--- src/rtl/bus_fifo_endpoint.sv ---
// rtl/bus_fifo_endpoint.sv - bus endpoint with FWFT TX/RX FIFOs, ID filtering, sticky error flags (optional BUS_EP_DROP_CNT_EN)
module bus_fifo_endpoint #(
    parameter int          pckg_sz = 16,
    parameter int          depth   = 8,
    parameter logic [7:0]  id      = 8'd0
) (
    input  logic               clk,
    input  logic               reset,
    output logic               pndng,
    output logic [pckg_sz-1:0] D_pop,
    input  logic               pop,
    input  logic               push,
    input  logic [pckg_sz-1:0] D_push,
    input  logic               wr_en,
    input  logic [pckg_sz-1:0] wr_data,
    output logic               tx_full,
    input  logic               rd_en,
    output logic [pckg_sz-1:0] rd_data,
    output logic               rx_valid,
    output logic               rx_ovf,
`ifdef BUS_EP_DROP_CNT_EN
    output logic [7:0]         drop_cnt,
`endif
    output logic               tx_err
);

    localparam int aw = $clog2(depth);

    typedef logic [aw:0] ptr_t;

    // Storage is never reset; only the pointers define what is valid.
    logic [pckg_sz-1:0] tx_mem [depth];
    logic [pckg_sz-1:0] rx_mem [depth];

    ptr_t tx_wp, tx_rp, rx_wp, rx_rp;

    logic tx_empty, rx_empty, rx_full;
    logic tx_rd, tx_wr, tx_rej, tx_self;
    logic rx_rd, rx_wr, rx_drop, rx_match;

    // Pointer-derived status: the extra MSB distinguishes full from empty.
    assign tx_empty = (tx_wp == tx_rp);
    assign tx_full  = (tx_wp[aw] != tx_rp[aw]) && (tx_wp[aw-1:0] == tx_rp[aw-1:0]);
    assign rx_empty = (rx_wp == rx_rp);
    assign rx_full  = (rx_wp[aw] != rx_rp[aw]) && (rx_wp[aw-1:0] == rx_rp[aw-1:0]);

    assign pndng    = !tx_empty;
    assign rx_valid = !rx_empty;

    // First-word-fall-through heads read straight from storage.
    assign D_pop   = tx_mem[tx_rp[aw-1:0]];
    assign rd_data = rx_mem[rx_rp[aw-1:0]];

    // TX side: a pop in the same cycle frees the slot a full-FIFO write needs.
    assign tx_self = (wr_data[pckg_sz-1 -: 8] == id);
    assign tx_rd   = pop && !tx_empty;
    assign tx_wr   = wr_en && !tx_self && (!tx_full || tx_rd);
    assign tx_rej  = wr_en && !tx_wr;

    // RX side: only our ID or broadcast is kept; the bus cannot be stalled.
    assign rx_match = (D_push[pckg_sz-1 -: 8] == id) || (D_push[pckg_sz-1 -: 8] == 8'hFF);
    assign rx_rd    = rd_en && !rx_empty;
    assign rx_wr    = push && rx_match && (!rx_full || rx_rd);
    assign rx_drop  = push && rx_match && rx_full && !rx_rd;

    // Write accepted packets into storage.
    always_ff @(posedge clk) begin
        if (tx_wr) tx_mem[tx_wp[aw-1:0]] <= wr_data;
        if (rx_wr) rx_mem[rx_wp[aw-1:0]] <= D_push;
    end

    // Advance pointers and accumulate the sticky error flags.
    always_ff @(posedge clk or negedge reset) begin
        if (!reset) begin
            tx_wp  <= '0;
            tx_rp  <= '0;
            rx_wp  <= '0;
            rx_rp  <= '0;
            tx_err <= 1'b0;
            rx_ovf <= 1'b0;
        end else begin
            if (tx_wr)   tx_wp  <= tx_wp + 1'b1;
            if (tx_rd)   tx_rp  <= tx_rp + 1'b1;
            if (rx_wr)   rx_wp  <= rx_wp + 1'b1;
            if (rx_rd)   rx_rp  <= rx_rp + 1'b1;
            if (tx_rej)  tx_err <= 1'b1;
            if (rx_drop) rx_ovf <= 1'b1;
        end
    end

`ifdef BUS_EP_DROP_CNT_EN
    // Count RX overflow drops, holding at the top value.
    always_ff @(posedge clk or negedge reset) begin
        if (!reset)
            drop_cnt <= 8'd0;
        else if (rx_drop && drop_cnt != 8'hFF)
            drop_cnt <= drop_cnt + 8'd1;
    end
`endif

endmodule

--- config.mk ---
export PLATFORM = sky130hd
export DESIGN_NAME = bus_fifo_endpoint
export DESIGN_NICKNAME = d
export VERILOG_FILES = /design/src/rtl/bus_fifo_endpoint.sv
export SDC_FILE = /design/constraint.sdc
export NUM_CORES = 1
export LEC_CHECK = 0
export ABC_AREA = 1
export BUFFER_PORTS_ARGS = -buffer_cell sky130_fd_sc_hd__buf_2
export CAP_MARGIN = 10
export CORE_MARGIN = 2
export CORE_UTILIZATION = 50
export DETAILED_ROUTE_END_ITERATION = 8
export GPL_TIMING_DRIVEN = 0
export HOLD_SLACK_MARGIN = 0.03
export PLACE_DENSITY = 0.76
export SETUP_SLACK_MARGIN = 0.4
export SLEW_MARGIN = 20
export SYNTH_ARGS = -nofsm -noshare
export SYNTH_HDL_FRONTEND = slang
export SYNTH_SLANG_ARGS = --single-unit
--- constraint.sdc ---
create_clock -name clk -period 6.9 [get_ports clk]
set_clock_uncertainty 0.1 [all_clocks]
set_input_delay 0 -clock clk [delete_from_list [all_inputs] [get_ports clk]]
set_output_delay 0 -clock clk [all_outputs]
set_load 0.005 [all_outputs]
# [Yosys cells after proc, flatten, opt, wreduce, memory -nomap -nowiden]
# Memory sizes are Yosys's and may differ from the RTL's.
# Cells that the tools add are included.
[word_totals] reg_bits=18 ramBits=256 in_bits=38 out_inout_bits=37 word_cells=46 n_memories=2
[op_classes] add_sub_neg=4 n_eq_ne=7 mux=4 reduce_logical=23
[memory_table] name="rx_mem" depth=8 width=16 rd=1 rd_clocked_by_memory_dff=0 write_ports=1 line="33" text="logic [pckg_sz-1:0] rx_mem [depth];"
[memory_table] name="tx_mem" depth=8 width=16 rd=1 rd_clocked_by_memory_dff=0 write_ports=1 line="32" text="logic [pckg_sz-1:0] tx_mem [depth];"
[op_table] op="$add 4x1->4 const B" n=4
[op_table] op="$logic_not 8->1" n=2
[op_table] op="$logic_and 1x1->1" n=11
[op_table] op="$eq 4x4->1" n=2
[op_table] op="$eq 8x8->1 const B" n=1
[op_table] op="$logic_not 1->1" n=7
[op_table] op="$eq 3x3->1" n=2
[op_table] op="$mux 1" n=4
[op_table] op="$logic_or 1x1->1" n=3
[op_table] op="$ne 1x1->1" n=2

# [Depth between registers and ports, before layout]
# Gate-level depths: netlist (run 1).
[logic_depth] ltp_word=7 mapped_depth=9 depth_no_buf=8

# [Worst setup path before layout (run 1)]
# No wires, ideal clock.
[synth_timing] kind="register to register" start="register rx_rp[1]" end="memory rx_mem[0][0], enable pin" setup_time_ns=0.388 arrival_ns=1.742 required_ns=6.412 setup_slack_ns=4.669 path_stages_with_launch=9 n_path_buf=1 synth_period_minus_slack_ns=2.231 path_cell_list="dfrtp_1 buf_4 inv_2 nand2_1 nand2_1 nor2_2 nand3_2 nand4_1 nor2_1"
[synth_via] elab_chain_len=7 word_cells_on_any_way=10 cone_classes="eq/ne: 2; mux: 2; reduce/logical: 6"
[synth_lines] item="start: declaration" line="35" text="ptr_t tx_wp, tx_rp, rx_wp, rx_rp;"
[synth_lines] item="start signal: assignment" line="85" text="if (rx_rd) rx_rp <= rx_rp + 1'b1;"
[synth_lines] item="$eq 4x4->1 / $eq 3x3->1 (equally long branches)" line="44, 45"
[synth_lines] item="$logic_not 1->1 / $logic_and 1x1->1 (equally long branches)" line="62, 45"
[synth_lines] item="$logic_and 1x1->1 / $logic_not 1->1 (equally long branches)" line="62, 63"
[synth_lines] item="$logic_or 1x1->1 *" line="63" text="assign rx_wr = push && rx_match && (!rx_full || rx_rd);"
[synth_lines] item="$logic_and 1x1->1 *" line="63"
[synth_lines] item="$mux 1 *" line="69" text="if (rx_wr) rx_mem[rx_wp[aw-1:0]] <= D_push;"
[synth_lines] item="$mux 1 (not written as such) *" line="69"
[synth_lines] item="end: declaration" line="33"
# Every way passes the cells marked *; elsewhere a longest branch is shown, timed or not.

# [Final worst setup path (run 1)]
[layout_timing] start="register tx_rp[1]" end="output D_pop[1]"
[layout_via] elab_chain_len=1
[layout_lines] item="start: declaration" line="35"
[layout_lines] item="start signal: assignment" line="83" text="if (tx_rd) tx_rp <= tx_rp + 1'b1;"
[layout_lines] item="$mem_v2 8x16"
[layout_lines] item="end: declaration" line="10" text="output logic [pckg_sz-1:0] D_pop,"
# Every way passes these cells.

==> run_results.csv, run 1 <==
group,metric,value,unit
critical_path,critPathMaxStageDelay,410,ps
floorplan,initial_core_util,50.9,%
run_status,status,"completed",
detailed_routing,firstDrtPassIters,5,
cells_and_area,drive_gt1_share,17.6,%
floorplan,core,21800,sq um
cts,htreeDepth,1,
power,swShare,35.6,%
detailed_routing,drc,0,
timing,slew_viol_final,0,
floorplan,die-width,153,microns
cts,clock_latency,530,ps
critical_path,crit_path_cell_trace,"buf_4, inv_2, clkbuf_1, o21ai_0, o22ai_1, nand2_1, nand2_1, buf_2",
timing,tightest_slew,942,ps
cts,path_clk_slew,60,ps
cells_and_area,multiInputGateArea,2710,sq um
detailed_routing,dr.first_iter.drc_count,821,
cts,clockBufferDepth,3,
power,peakVddDrop,0.253,mV
floorplan,die_height,153,microns
synth,synth_nets,947,
timing,hold_viol_final,0,
synth,ys.warnings.count,0,
synth,synth_area_per_cell,12.3,sq um
synth,netlist_area,11100,sq um
place,placed_cells,1274,
global_routing,grt.total_usage,22.7,%
floorplan,die_area,23400,sq um
cts,numCtsBuffers,28,
synth,syn_inst,905,
global_routing,grt_start_max_net_pins,19,
cells_and_area,fillers,1619,
cells_and_area,regArea,8140,sq um
timing,finalHoldWorstSlack,185,ps
cts,tritoncts,"built",
timing,setup-tns-final,0,ps
cells_and_area,layout_common_cells,"edfxtp_1, nand2_1, nor2_1",
global_routing,grt_overflow,0,
floorplan,rows,54,
power,seqPwrFrac,38.6,%
worst_hold_path,min_path_cells,2,
detailed_routing,vias,7703,
power,p_sw,1.87,mW
critical_path,critPathArrivalTime,2370,ps
power,power.density,394,nW/um^2
power,p_clk_share,26.6,%
critical_path,crit_top_cell,"nand2_1",
global_routing,grt_pass1_vias,7775,
global_routing,antenna_found_initial,0,
synth,synth_seq_cells,274,
cells_and_area,diodes,0,
detailed_routing,vias_per_cell,5.66,
timing,setup_violations,0,
power,p_comb_share,34.8,%
synth,ys_types,32,
cells_and_area,final_common_cell,"edfxtp_1",
global_routing,grt_pass1_wl,41800,microns
worst_hold_path,holdCritPathClass,"in2reg",
flow_run,drv_cap,0,
detailed_routing,wirelength,26700,microns
power,p_leak,4.84,nW
cells_and_area,final_cell_count_no_fill,1362,
critical_path,cp-start-kind,"flip-flop",
place,gp_congestion,0.790,
cts,cts-root-buf,"clkbuf_16",
cells_and_area,fin_nets,1105,
timing,rsz0062_at_grt,"no",
timing,period_minus_slack,2470,ps
detailed_routing,routedWlPerCell,19.6,microns
synth,yosysSeqAreaShare,73.2,%
timing,fmax,0.406,GHz
place,dp_hpwl,17200,microns
power,finalPower,5.24,mW
power,internal-power,3.38,mW
place,io_buffers,74,
critical_path,crit_fanout,10,
timing,timing.final.crit_share,35.7,%
critical_path,reg2reg_depth,9,
critical_path,crit_path_end_kind,"output pin",
cts,clock_sinks,274,
detailed_routing,ant_nets,0,
critical_path,cp.required,6800,ps
timing,max_slew_margin,37.1,%
critical_path,worst_path_max_delay_cell,"clkbuf_1",
critical_path,crit_type,"reg2out",
cells_and_area,area_growth,19.7,%
floorplan,ios,75,
logic make-up (layout without fill, tap and decap cells):
| logic type | Yosys count | after routing | synth area share, % |
|---|---|---|---|
| and+or+nand+nor | 351 | 351 | 12.8 |
| DFF | 274 | 274 | 73.2 |
| AOI/OAI and AO/OA | 196 | 196 | 9.60 |
| buffers and inverters | 69 | 246 | 2.82 |
| xor gates and xnor gates | 11 | 11 | 1.10 |
| adders and majority gates | 4 | 4 | 0.450 |
power groups by stage:
| stage | logic (mW) | registers, mW | clock network (mW) |
|---|---|---|---|
| after floorplan | 1.11 | 2.04 | 0 |
| after global placement | 1.70 | 2.05 | 0 |
| after detailed placement | 1.78 | 2.05 | 0 |
| after CTS | 1.81 | 2.02 | 1.41 |
| after global routing | 2.01 | 2.03 | 1.48 |
| final | 1.82 | 2.02 | 1.40 |
final cells by class:
type / count / share of cell area, %
buffer: 52 / 1.88
clock buffer: 35 / 5.62
clock inverter: 14 / 0.705
inverter: 17 / 0.479
multi-input combinational: 562 / 20.3
sequential: 274 / 61.1
tap: 280 / 2.63
timing repair buffer: 128 / 7.21
worst paths after layout:
check                               end  startpoint  slack [ps]
setup / recovery               D_pop[1]    tx_rp[1]        4430
hold / removal             rx_mem[7][6]   D_push[6]         180
setup reg to reg           rx_mem[4][8]    rx_rp[1]        4430
hold reg to reg                  tx_err      tx_err         370
max in group asynchronous      rx_rp[2]       reset        5620
min in group asynchronous      rx_wp[1]       reset         560
sequential cells by signal, indices dropped and copies added, names as in the netlist:
register,cells
rx_ovf,1
tx_rp,4
tx_mem,128
rx_rp,4
tx_err,1
rx_mem,128
rx_wp,4
tx_wp,4
per-layer routing:
| layer | track usage, % | vias up | share of wire [%] | routed length, microns |
|---|---|---|---|---|
| li1 | - | 3561 | - | - |
| met1 | 30.4 | 3633 | 39 | 10500 |
| met2 | 38.6 | 444 | 49 | 13200 |
| met3 | 3.54 | 65 | 8.9 | 2380 |
| met4 | 7.10 | 0 | 2.6 | 693 |
| met5 | 0 | - | 0 | 0 |
repair_timing:
item	in CTS	in global routing
buffers inserted	0	0
hold buffers	39	0
endpoints found under the hold margin	292	0
resized for setup	0	0
synth_stat cells:
cell	count	area share, %
buf_4	5	0.34
xnor2_1	5	0.39
and2_1	1	0.056
nor2_4	1	0.10
xnor2_4	1	0.25
nand3_2	3	0.27
nand4_1	6	0.34
inv_2	5	0.17
nand2_4	2	0.20
o21bai_1	1	0.068
nor2_2	1	0.056
o21ai_0	129	5.8
buf_6	1	0.10
buf_1	4	0.14
o21ai_2	1	0.079
o22ai_1	64	3.6
nand2_2	3	0.17
xor2_1	4	0.32
dfrtp_1	18	4.1
o21ai_1	1	0.045
inv_1	12	0.41
edfxtp_1	256	69
or2_2	1	0.056
ha_1	4	0.45
nand3_1	16	0.72
buf_2	21	0.95
nand2_1	157	5.3
nor2_1	159	5.4
xor2_2	1	0.15
nand4_4	1	0.19
clkbuf_2	2	0.090
clkbuf_1	19	0.64
worst max-delay path: cells and delay by family, from the launching register on:
kind                   cells  cell delay, ps
buffers and inverters      4             790
AO/OA/AOI/OAI              2             430
flip-flops                 1             390
AND/OR/NAND/NOR            2             220
per-stage QoR:
| step | area [sq um] | util [%] | setup WS (ps) |
|---|---|---|---|
| 3_5_place_dp | 12100 | 55.3 | 4490 |
| 6_report | 13300 | 61.0 | 4430 |
| 3_3_place_gp | 11800 | 54.2 | 3910 |
| 2_1_floorplan | 11100 | - | 4670 |
| 5_1_grt | 13300 | 61.0 | 4270 |
| 4_1_cts | 13300 | 61.0 | 4470 |
Note: power is estimated with default switching activity, not from simulation.
==> run 2, diff against run 1 <==
==> constraint.sdc (replaced) <==
create_clock -name clk -period 2.43 [get_ports clk]
set_clock_uncertainty 0.1 [all_clocks]
set_input_delay 0 -clock clk [delete_from_list [all_inputs] [get_ports clk]]
set_output_delay 0 -clock clk [all_outputs]
set_load 0.005 [all_outputs]
==> run_results.csv, run 2 (synthesis gave the netlist of run 1 again) <==
group,metric,value,unit
run_status,status,"completed",
place,dpl_cell_area,12000,sq um
critical_path,critical_path.top_delay_family,"buffers and inverters",
global_routing,grt_overflow,0,
flow_run,drv_cap,0,
critical_path,cp-start-kind,"flip-flop",
power,p_leak,5.42,nW
floorplan,rows,54,
power,finalPower,17.0,mW
cts,numCtsBuffers,28,
cts,clock_latency,540,ps
cts,path_clk_slew,60,ps
timing,tightest_slew,913,ps
critical_path,worst-path-buf-inv,4,
detailed_routing,drc,0,
power,peakVddDrop,0.863,mV
floorplan,die_area,23400,sq um
floorplan,die_height,153,microns
cells_and_area,fin_area,14600,sq um
cells_and_area,layout_common_cells,"edfxtp_1, nand2_1, nor2_1",
critical_path,cp.required,2330,ps
critical_path,crit_type,"reg2out",
detailed_routing,ant_nets,0,
detailed_routing,vias,8353,
cells_and_area,area_growth,31.6,%
global_routing,grt_pass1_wl,43500,microns
critical_path,regToRegStartpoint,"rx_rp[1]",
place,dp_hpwl,16700,microns
detailed_routing,vias_per_cell,5.91,
timing,slew_viol_final,0,
cts,clock_sinks,274,
global_routing,grt.total_usage,23.7,%
critical_path,worst_path_max_delay_cell,"dfrtp_2",
global_routing,antenna_found_initial,0,
detailed_routing,dr.first_iter.drc_count,977,
floorplan,ios,75,
place,place_ws,-87.5,ps
detailed_routing,wirelength,31600,microns
critical_path,reg2reg_depth,13,
place,gp_congestion,0.823,
timing,timing.final.crit_share,88.7,%
timing,max_slew_margin,38.9,%
timing,period_minus_slack,2150,ps
cts,cts-root-buf,"clkbuf_16",
global_routing,grt_start_max_net_pins,19,
cells_and_area,drive_gt1_share,27.2,%
worst_hold_path,holdPathEnd,"tx_err",
cells_and_area,fin_nets,1153,
critical_path,crit_path_cell_trace,"buf_4, buf_12, buf_12, nor2_1, o22ai_1, nand2_1, nand2_1, buf_2",
floorplan,initial_core_util,50.9,%
critical_path,ff2ff_setup_slack,360,ps
cells_and_area,final_common_cell,"edfxtp_1",
detailed_routing,routedWlPerCell,22.4,microns
global_routing,grt_pass1_vias,8065,
detailed_routing,firstDrtPassIters,5,
timing,fmax,0.464,GHz
cells_and_area,final_cell_count_no_fill,1413,
worst_hold_path,holdCritPathClass,"in2reg",
timing,worst_slack,275,ps
critical_path,critPathArrivalTime,2050,ps
critical_path,crit_path_end_kind,"output pin",
timing,hold_viol_final,0,
worst_hold_path,min_path_cells,4,
cells_and_area,diodes,0,
cts,htreeDepth,1,
critical_path,crit_fanout,11,
floorplan,die-width,153,microns
timing,setup_violations,0,
power,power.density,1160,nW/um^2
cts,tritoncts,"built",
timing,rsz0062_at_grt,"yes",
critical_path,critPathMaxStageDelay,450,ps
worst_hold_path,min-delay-start,"wr_en",
cts,clockBufferDepth,3,
place,io_buffers,74,
floorplan,core,21800,sq um
place,placed_cells,1268,
critical_path,regToRegEndpoint,"rx_wp[3]",
-- run 2: changes by cell type in the layout (fill, tap and decap cells not counted), sizes merged --
| cell | previous run | this run |
|---|---|---|
| buf | 120 | 171 |
| clkinv | 11 | 12 |
| inv | 19 | 16 |
| clkbuf | 56 | 55 |
| dlygate4sd3 | 39 | 41 |
| clkinvlp | 0 | 1 |
-- run 2: report_power, final --
part	leakage [nW]	internal [mW]	switching [mW]
registers	2.54	5.56	0.212
clock network	0.434	2.35	1.79
logic	2.45	2.93	4.11
-- run 2: through the flow --
step	hold WS (ps)	util, %	TNS, ps
after global placement	-128	54.3	-67400
after CTS	123	64.0	0
after detailed placement	-135	55.0	-1700
after floorplan	-396	-	0
final	122	67.0	0
after global routing	181	67.0	0
-- run 2: worst max-delay path by stage --
stage,startpoint,to,slack [ps],depth (start not counted)
finish,rx_rp[0],rd_data[14],280,8
global route,rx_rp[0],rd_data[1],200,8
CTS,tx_rp[0],D_pop[11],360,7
detailed placement,rx_rp[1],rx_mem[1][5],-90,8
global placement,rx_rp[1],rx_mem[0][5],-570,8
floorplan,rx_rp[1],rx_mem[0][0],200,8
-- run 2: final cells by class --
class | count | area [sq um]
Buffer | 52 | 613
Clock buffer | 39 | 783
Clock inverter | 13 | 90.1
Fill cell | 1448 | 7200
Inverter | 17 | 86.3
Multi-Input combinational cell | 562 | 2940
Sequential cell | 274 | 8140
Tap cell | 280 | 350
Timing Repair Buffer | 176 | 1620
-- run 2: tightest hold or removal path: stages --
cell           delay [ps]
dlygate4sd3_1         520
buf_2                 110
nand2_1                50
nand2_1                50
-- run 2: what timing repair did --
action	CTS	global route
hold endpoints to repair	304	0
hold buffers	42	0
endpoints found under the setup margin	283	172
resized for setup	100	147
pin swaps	15	41
buffers inserted	22	20
cloned	2	8
-- run 2: layer usage --
| metal | track usage, % | routed length [microns] |
|---|---|---|
| met1 | 28.1 | 11000 |
| met5 | 0 | 0 |
| met3 | 2.72 | 2360 |
| met2 | 44.5 | 16900 |
| met4 | 8.02 | 1350 |
==> run 3, diff against run 2 <==
--- a/config.mk
+++ b/config.mk
@@ -14,7 +14,6 @@
 export GPL_TIMING_DRIVEN = 0
 export HOLD_SLACK_MARGIN = 0.03
 export PLACE_DENSITY = 0.76
-export SETUP_SLACK_MARGIN = 0.4
 export SLEW_MARGIN = 20
 export SYNTH_ARGS = -nofsm -noshare
 export SYNTH_HDL_FRONTEND = slang
==> run_results.csv, run 3 (synthesis gave the netlist of run 1 again) <==
group,metric,value,unit
cts,cts-root-buf,"clkbuf_16",
timing,finalHoldWorstSlack,184,ps
run_status,violations,"negative setup slack",
cts,numCtsBuffers,28,
critical_path,crit_path_end_kind,"flip-flop",
timing,max_slew_margin,42.4,%
place,gp_congestion,0.790,
floorplan,initial_core_util,50.9,%
detailed_routing,routedWlPerCell,19.8,microns
critical_path,cp-start-kind,"flip-flop",
global_routing,grt_pass1_wl,41800,microns
power,p_leak,4.88,nW
worst_hold_path,holdCritPathClass,"in2reg",
timing,period_minus_slack,2450,ps
global_routing,grt.total_usage,22.7,%
floorplan,die-width,153,microns
cts,path_clk_slew,60,ps
place,io_buffers,74,
global_routing,grtUsageMet2,38.6,%
timing,rsz0062_at_grt,"yes",
floorplan,core,21800,sq um
critical_path,cp.required,2570,ps
cts,clock_sinks,274,
global_routing,grt_overflow,0,
detailed_routing,dr.first_iter.drc_count,827,
floorplan,rows,54,
flow_run,drv_cap,0,
cells_and_area,drive_gt1_share,18.4,%
cells_and_area,regArea,8140,sq um
global_routing,grt_pass1_vias,7775,
detailed_routing,firstDrtPassIters,8,
power,power.density,1120,nW/um^2
cts,tritoncts,"built",
floorplan,die_area,23400,sq um
timing,setup_violations,21,
critical_path,critPathArrivalTime,2590,ps
detailed_routing,wirelength,27000,microns
floorplan,die_height,153,microns
place,dp_hpwl,17200,microns
power,peakVddDrop,0.710,mV
cells_and_area,final_common_cell,"edfxtp_1",
run_status,status,"finished with violations",
timing,hold_viol_final,0,
global_routing,grtUsageMet3,3.54,%
cts,clockBufferDepth,3,
global_routing,antenna_found_initial,0,
cells_and_area,multiInputGateArea,2740,sq um
place,place_ws,21.7,ps
detailed_routing,vias,7690,
floorplan,ios,75,
critical_path,crit_type,"reg2reg",
detailed_routing,drc,0,
timing,timing.final.crit_share,101,%
timing,tightest_slew,861,ps
cells_and_area,fin_nets,1110,
cts,htreeDepth,1,
cells_and_area,layout_common_cells,"edfxtp_1, nand2_1, nor2_1",
timing,worst_slack,-15.3,ps
cells_and_area,fillers,1603,
detailed_routing,vias_per_cell,5.63,
cts,clock_latency,530,ps
global_routing,grt-busiest-layer,"met2",
power,finalPower,14.9,mW
global_routing,grtUsageMet1,30.4,%
cells_and_area,area_growth,20.4,%
cells_and_area,fin_util,61.4,%
timing,slew_viol_final,0,
critical_path,crit_fanout,9,
detailed_routing,ant_nets,0,
timing,fmax,0.409,GHz
global_routing,grt_start_max_net_pins,19,
cells_and_area,diodes,0,
run 3: changes by cell type in the layout (fill, tap and decap cells not counted), moves of 11 or more:
cell      delta
nor2_4      -12
clkbuf_1    +11
o21ai_0     +30
buf_4       -21
buf_12      -20
o21ai_1     -24
buf_8       -11
nor2_1      +20
run 3: per-stage QoR:
stage               cells  setup TNS, ps  area (sq um)
floorplan             905              0         11100
global placement     1259        -106160         11800
detailed placement   1274              0         12100
CTS                  1362              0         13300
global route         1367          -5250         13400
finish               1367           -231         13400
run 3: layout make-up:
type                       count  area share, %
clock inverter                14          0.701
buffer                        52           1.95
inverter                      17          0.477
clock buffer                  35           5.59
multi-input combinational    562           20.4
tap                          280           2.62
timing repair buffer         133           7.45
sequential                   274           60.8
run 3: power by group:
part / leakage (nW) / switching, mW / internal (mW)
Combinational: 1.93 / 3.45 / 1.77
Sequential: 2.54 / 0.185 / 5.56
Clock: 0.414 / 1.70 / 2.27
run 3: worst max-delay path, stage by stage, from the launching register on:
cell     delay (ps)
dfrtp_1         380
buf_4           170
inv_2           120
nand2_1          70
nand2_1          80
nor2_2           50
nand3_2         120
nand4_1         300
nor2_2          530
buf_6           240
run 3: layer usage:
layer / part of all wire (%) / up-vias / wire (microns)
li1: - / 3571 / -
met1: 40 / 3646 / 10700
met2: 49 / 410 / 13300
met3: 8.4 / 63 / 2280
met4: 2.5 / 0 / 687
met5: 0 / - / 0
run 3: worst paths after layout:
check | startpoint | end | slack, ps | cells after the start
max | rx_rp[1] | rx_mem[7][8] | -20 | 9
min | D_push[6] | rx_mem[7][6] | 180 | 2
max reg2reg | rx_rp[1] | rx_mem[7][8] | -20 | 9
min reg2reg | tx_err | tx_err | 370 | 2
max in group asynchronous | reset | rx_rp[3] | 1130 | 3
min in group asynchronous | reset | rx_wp[1] | 570 | 3
run 3: what timing repair did:
action	in CTS	in global routing
pin swaps	0	5
buffers inserted	0	5
endpoints found under the hold margin	292	0
endpoints found under the setup margin	1	120
hold buffers	39	0
resized for setup	1	16
